**src/rtl/gearbox_serializer.sv**
```systemverilog
// gearbox_serializer: splits IN_WIDTH words into RATIO OUT_WIDTH beats, with a
// one-word hold register so the next word can be accepted while the current one drains.
module gearbox_serializer #(
  parameter int IN_WIDTH  = 64,
  parameter int OUT_WIDTH = 8,
  parameter bit MSB_FIRST = 0,
  localparam int RATIO = IN_WIDTH / OUT_WIDTH,
  localparam int BW = $clog2(RATIO)
) (
  input  logic                 clk,
  input  logic                 rst_n,
  input  logic                 in_valid,
  output logic                 in_ready,
  input  logic [IN_WIDTH-1:0]  in_data,
  input  logic                 in_last,
  output logic                 out_valid,
  input  logic                 out_ready,
  output logic [OUT_WIDTH-1:0] out_data,
  output logic                 out_last,
  output logic [BW-1:0]        out_beat
);
  if (RATIO < 2 || IN_WIDTH % OUT_WIDTH != 0) begin : g_bad_ratio
    $error("gearbox_serializer: IN_WIDTH must be a multiple of OUT_WIDTH with ratio >= 2");
  end
  logic [IN_WIDTH-1:0] sh, hold;
  logic                sh_valid, sh_last, hold_valid, hold_last;
  logic [BW-1:0]       beat;
  logic                acc, pop, end_beat, fin;
  assign end_beat  = beat == BW'(RATIO - 1);
  assign acc       = in_valid & in_ready;
  assign pop       = out_valid & out_ready;
  assign fin       = pop & end_beat;
  assign in_ready  = !hold_valid;
  assign out_valid = sh_valid;
  assign out_beat  = beat;
  assign out_last  = sh_valid & sh_last & end_beat;
  assign out_data  = MSB_FIRST ? sh[IN_WIDTH-1 -: OUT_WIDTH] : sh[OUT_WIDTH-1:0];
  always_ff @(posedge clk or negedge rst_n) begin
    if (!rst_n) begin
      sh         <= '0;
      hold       <= '0;
      sh_valid   <= 1'b0;
      sh_last    <= 1'b0;
      hold_valid <= 1'b0;
      hold_last  <= 1'b0;
      beat       <= '0;
    end else if (pop && !fin) begin
      sh   <= MSB_FIRST ? sh << OUT_WIDTH : sh >> OUT_WIDTH;
      beat <= beat + BW'(1);
      if (acc) begin
        hold       <= in_data;
        hold_last  <= in_last;
        hold_valid <= 1'b1;
      end
    end else if (fin || !sh_valid) begin
      beat <= '0;
      if (hold_valid) begin
        sh         <= hold;
        sh_last    <= hold_last;
        sh_valid   <= 1'b1;
        hold_valid <= acc;
        if (acc) begin
          hold      <= in_data;
          hold_last <= in_last;
        end
      end else if (acc) begin
        sh       <= in_data;
        sh_last  <= in_last;
        sh_valid <= 1'b1;
      end else begin
        sh_valid <= 1'b0;
      end
    end else if (acc) begin
      hold       <= in_data;
      hold_last  <= in_last;
      hold_valid <= 1'b1;
    end
  end
endmodule

```
**config.mk**
```make
export PLATFORM = sky130hd
export DESIGN_NAME = gearbox_serializer
export DESIGN_NICKNAME = d
export VERILOG_FILES = /design/src/rtl/gearbox_serializer.sv
export SDC_FILE = /design/constraint.sdc
export NUM_CORES = 1
export LEC_CHECK = 0
export ABC_AREA = 1
export CAP_MARGIN = 20
export CORE_MARGIN = 2
export CORE_UTILIZATION = 40
export CTS_CLUSTER_DIAMETER = 150
export DETAILED_ROUTE_END_ITERATION = 6
export SYNTH_ARGS = -nofsm -noshare
export SYNTH_HDL_FRONTEND = slang
export SYNTH_SLANG_ARGS = --single-unit
```
**constraint.sdc**
```tcl
create_clock -name clk -period 2.17 [get_ports clk]
set_input_delay 0.3255 -clock clk [delete_from_list [all_inputs] [get_ports clk]]
set_output_delay 0.3255 -clock clk [all_outputs]
set_load 0.01 [all_outputs]
```
==> results of run 1 <==
critical path: stages, from the launching register on:
cell and delay (ns):
sky130_fd_sc_hd__dfrtp_1 0.40, sky130_fd_sc_hd__ha_1 0.21, sky130_fd_sc_hd__ha_1 0.20, sky130_fd_sc_hd__inv_2 0.11, sky130_fd_sc_hd__nor2_2 0.06, sky130_fd_sc_hd__dlygate4sd2_1 0.28
path summary, 6_finish.rpt:
path / to / slack, ns / depth (start not counted) / start
min in group asynchronous: hold[58]$_DFFE_PN0P_ / 0.42 / 2 / rst_n
min: out_beat[1]$_DFFE_PN0P_ / 0.41 / 4 / out_ready
max reg2reg: sh[40]$_DFFE_PN0P_ / 0.41 / 10 / out_beat[0]$_DFFE_PN0P_
max in group asynchronous: hold[29]$_DFFE_PN0P_ / 1.05 / 3 / rst_n
min reg2reg: sh[6]$_DFFE_PN0P_ / 0.48 / 2 / sh[6]$_DFFE_PN0P_
max: out_last / 0.17 / 5 / out_beat[0]$_DFFE_PN0P_
logic make-up after synthesis:
logic type	count (synthesis)
buffers and inverters	93
DFF	135
and+or+nand+nor	683
adders and majority gates	2
AOI/OAI and AO/OA	76
area by class of cell:
class	count	area [um2]
Timing Repair Buffer	107	1060
Inverter	14	55.1
Clock inverter	8	119
Tap cell	225	282
Fill cell	1732	8710
Sequential cell	135	3380
Clock buffer	24	492
Multi-Input combinational cell	761	3150
state kept, by name (all words and copies together) (netlist names):
name        count
out_valid       1
hold_valid      1
out_beat        3
hold           64
hold_last       1
sh             64
sh_last         1
timing repair:
action	CTS	global route
gates resized for setup	3	0
setup endpoints to repair	1	0
setup buffers	0	0
endpoints found under the hold margin	44	0
hold buffers	1	0
cells in the mapped netlist, drive strengths merged:
cell type	count
nor2	5
buf	46
clkbuf	33
nand2	619
nand4	56
dfrtp	135
ha	2
inv	14
o21ai	75
a21oi	1
nand3	3
power by group through the flow:
stage	clock network [mW]	registers [mW]	logic (mW)
finish	2.99	4.14	3.14
global route	3.16	4.27	3.73
CTS	3.05	4.14	3.19
detailed placement	0	4.16	3.17
global placement	0	4.15	3.12
floorplan	0	4.00	2.34
routing by layer:
| metal | up-vias | wire [um] | track usage [%] |
|---|---|---|---|
| li1 | 3192 | - | - |
| met4 | 2 | 287 | 7.06 |
| met3 | 17 | 689 | 4.59 |
| met5 | - | 12 | 0 |
| met1 | 2972 | 8790 | 29.5 |
| met2 | 114 | 8350 | 32.7 |
metrics by stage:
step	cells	hold WS, ns	instance area [um2]
3_3_place_gp	1241	0.301	7910
3_5_place_dp	1241	0.294	7910
6_report	1274	0.411	8530
5_1_grt	1274	0.435	8530
4_1_cts	1274	0.380	8530
2_1_floorplan	989	0.0299	7020
==> tab_implementation.tex, run 1 <==
\begin{tabular}{lr}
\hline
Metric & Value \\
\hline
\multicolumn{2}{l}{\textbf{CTS}} \\
\quad Number of buffers added by the clock tree synthesis step & 17 \\
\quad Clock latency on the worst-skew pair & 0.42 ns \\
\quad CTS sink count & approximately 140 \\
\quad Clk Tree Root Cell & sky130\_fd\_sc\_hd\_\_clkbuf\_16 \\
\quad Clock tree from TritonCTS & done \\
\quad Clock input transition at the sequential cells of the worst setup and hold paths & 0.06 ns \\
\quad Largest buffer count on any clock path & 2 \\
\quad Number of levels in the clock H-tree & 4 \\
\multicolumn{2}{l}{\textbf{Floorplan}} \\
\quad Placeable core region & 17,200 um2 \\
\quad Site Rows & 48 \\
\quad Die area & roughly 19,000 um2 \\
\quad IO Pins & 83 \\
\quad Effective utilization at floorplan & 40.7\% \\
\quad Die span in x & around 140 um \\
\quad Vert. Die Dim & between 100 and 150 um \\
\multicolumn{2}{l}{\textbf{Synth}} \\
\quad Sequential share of the synthesized area & 48.1\% \\
\quad Fraction of the mapped netlist area in adder cells & 0.357\% \\
\quad Number of warnings printed during yosys synthesis & 0 \\
\quad Net count after synthesis & approximately 1,100 \\
\quad Multiplexer fraction of the synthesized cell area & 0\% \\
\quad Largest cells by area after synthesis & sky130\_fd\_sc\_hd\_\_dfrtp\_1, sky130\_fd\_sc\_hd\_\_nand2\_1, sky130\_fd\_sc\_hd\_\_nand4\_1, sky130\_fd\_sc\_hd\_\_o21ai\_0, sky130\_fd\_sc\_hd\_\_clkbuf\_1 \\
\quad Post-Synthesis Cell Area & 7020 um2 \\
\quad Cell taking the most area after synthesis & sky130\_fd\_sc\_hd\_\_dfrtp\_1 \\
\quad Simple-gate area share of the yosys netlist & 38.9\% \\
\quad Proportion of netlist area held by the largest area contributor & 48.1\% \\
\quad Combinational family with the most area after synthesis & simple AND/OR/NAND/NOR gates \\
\quad Avg Inst Size Synth & 7.09 um2 \\
\quad Compound-gate portion of the synthesized area & 5.42\% \\
\quad Number of synthesized register bits & roughly 140 \\
\quad Synthesized instance count & 989 \\
\quad Xor-xnor portion of the synthesized cell area & 0\% \\
\quad Number of unique standard cell types used by synthesis & 20 \\
\multicolumn{2}{l}{\textbf{Power}} \\
\quad Leakage power figure & approximately 4.5 nW \\
\quad Total design power & 10.3 mW \\
\quad Pwr dens & 1210 nW/um2 \\
\quad Part of the total power dissipated in sequential elements & 40.3\% \\
\quad Switching power total & 3.49 mW \\
\quad Internal portion of total power & 6.79 mW \\
\quad Power share of the combinational group & 30.6\% \\
\quad Switching power as a share of total power & between 30\% and 40\% \\
\quad Max IR drop VDD & 0.000629 V \\
\quad Clock Power Share & 29.1\% \\
\multicolumn{2}{l}{\textbf{Run status}} \\
\quad Run status & finished clean \\
\multicolumn{2}{l}{\textbf{Route}} \\
\quad Total wire length & 18.1 mm \\
\quad DRC violation total after the first TritonRoute iteration & 464 \\
\quad Number of nets still failing antenna checks after routing & 0 \\
\quad Post-detailed-route DRC marker count & 0 \\
\quad Via total after detailed routing & approximately 6,300 \\
\quad Via/cell ratio & 4.94 \\
\quad Post-DR wirelength/cell & around 14 um \\
\quad Pre-Repair DR Iteration Count & 5 \\
\multicolumn{2}{l}{\textbf{Finish}} \\
\quad Total number of nets in the final design & 1,107 \\
\quad Area growth syn-to-layout & 21.6\% \\
\quad \# diodes & 0 \\
\quad Post-Route Utilization & 49.5\% \\
\quad Highest-count cells in the layout ignoring fill and taps & sky130\_fd\_sc\_hd\_\_nand2\_1, sky130\_fd\_sc\_hd\_\_dfrtp\_1, sky130\_fd\_sc\_hd\_\_clkdlybuf4s50\_1, sky130\_fd\_sc\_hd\_\_o21ai\_0, sky130\_fd\_sc\_hd\_\_nand4\_1 \\
\quad Layout cell share with drive strength beyond 1 & 6.39\% \\
\quad Leading cell type in the layout, fill and taps excluded & sky130\_fd\_sc\_hd\_\_nand2\_1 \\
\multicolumn{2}{l}{\textbf{Global routing}} \\
\quad Maximum number of pins on one net before global-route repair & 65 \\
\quad Vias in the first global route & 6,173 \\
\quad Initial antenna violation count & 1 \\
\quad Global-route wire length before repair & 31.0 mm \\
\quad Total gr overflow & 0 \\
\quad Tot GR Track Use & 21.2\% \\
\multicolumn{2}{l}{\textbf{Critical path}} \\
\quad Category of the critical setup timing path & reg2out \\
\quad Element type at the critical path end & output port \\
\quad Critical path arrival & 1.68 ns \\
\quad Largest fanout of any net on the critical path & 6 \\
\quad Launching element type of the critical path & register \\
\quad Worst Path Required & 1.84 ns \\
\multicolumn{2}{l}{\textbf{STA}} \\
\quad Clock skew after layout & 0.00686 ns \\
\quad Count of final hold-check violations & 0 \\
\quad Final count of negative-setup-slack endpoints & 0 \\
\quad Unrepaired setup endpoints after global routing & no \\
\quad Fmax & 499 MHz \\
\quad Time the final worst path needs with I/O delays and setup & 2.00 ns \\
\quad Relative slew slack & 68.2\% \\
\quad Accumulated negative setup slack & 0 ns \\
\quad Slew Limit Fails & 0 \\
\quad Transition time at the pin with the least slew margin & 0.476 ns \\
\quad Crit path setup slack, layout & 0.168 ns \\
\quad Ratio of final minimum period to clock period & 92.3\% \\
\multicolumn{2}{l}{\textbf{Placed design}} \\
\quad Post-placement setup slack & approximately 0.33 ns \\
\quad Number of buffer cells added on primary ports & 82 \\
\quad RePlAce Congestion & 0.771 \\
\quad Post-DP HPWL & 11.5 mm \\
\multicolumn{2}{l}{\textbf{Flow run}} \\
\quad Max Cap Viol & 0 \\
\multicolumn{2}{l}{\textbf{Worst hold path}} \\
\quad Min-Delay Path Class & in2reg \\
\hline
\end{tabular}
Power figures use the tool's default switching activity.
==> run 2: changes to the inputs <==
- CAP_MARGIN: 20 -> unset
==> results of run 2 <==
Same layout as run 1: the final DEF is identical, and so are final timing and power.
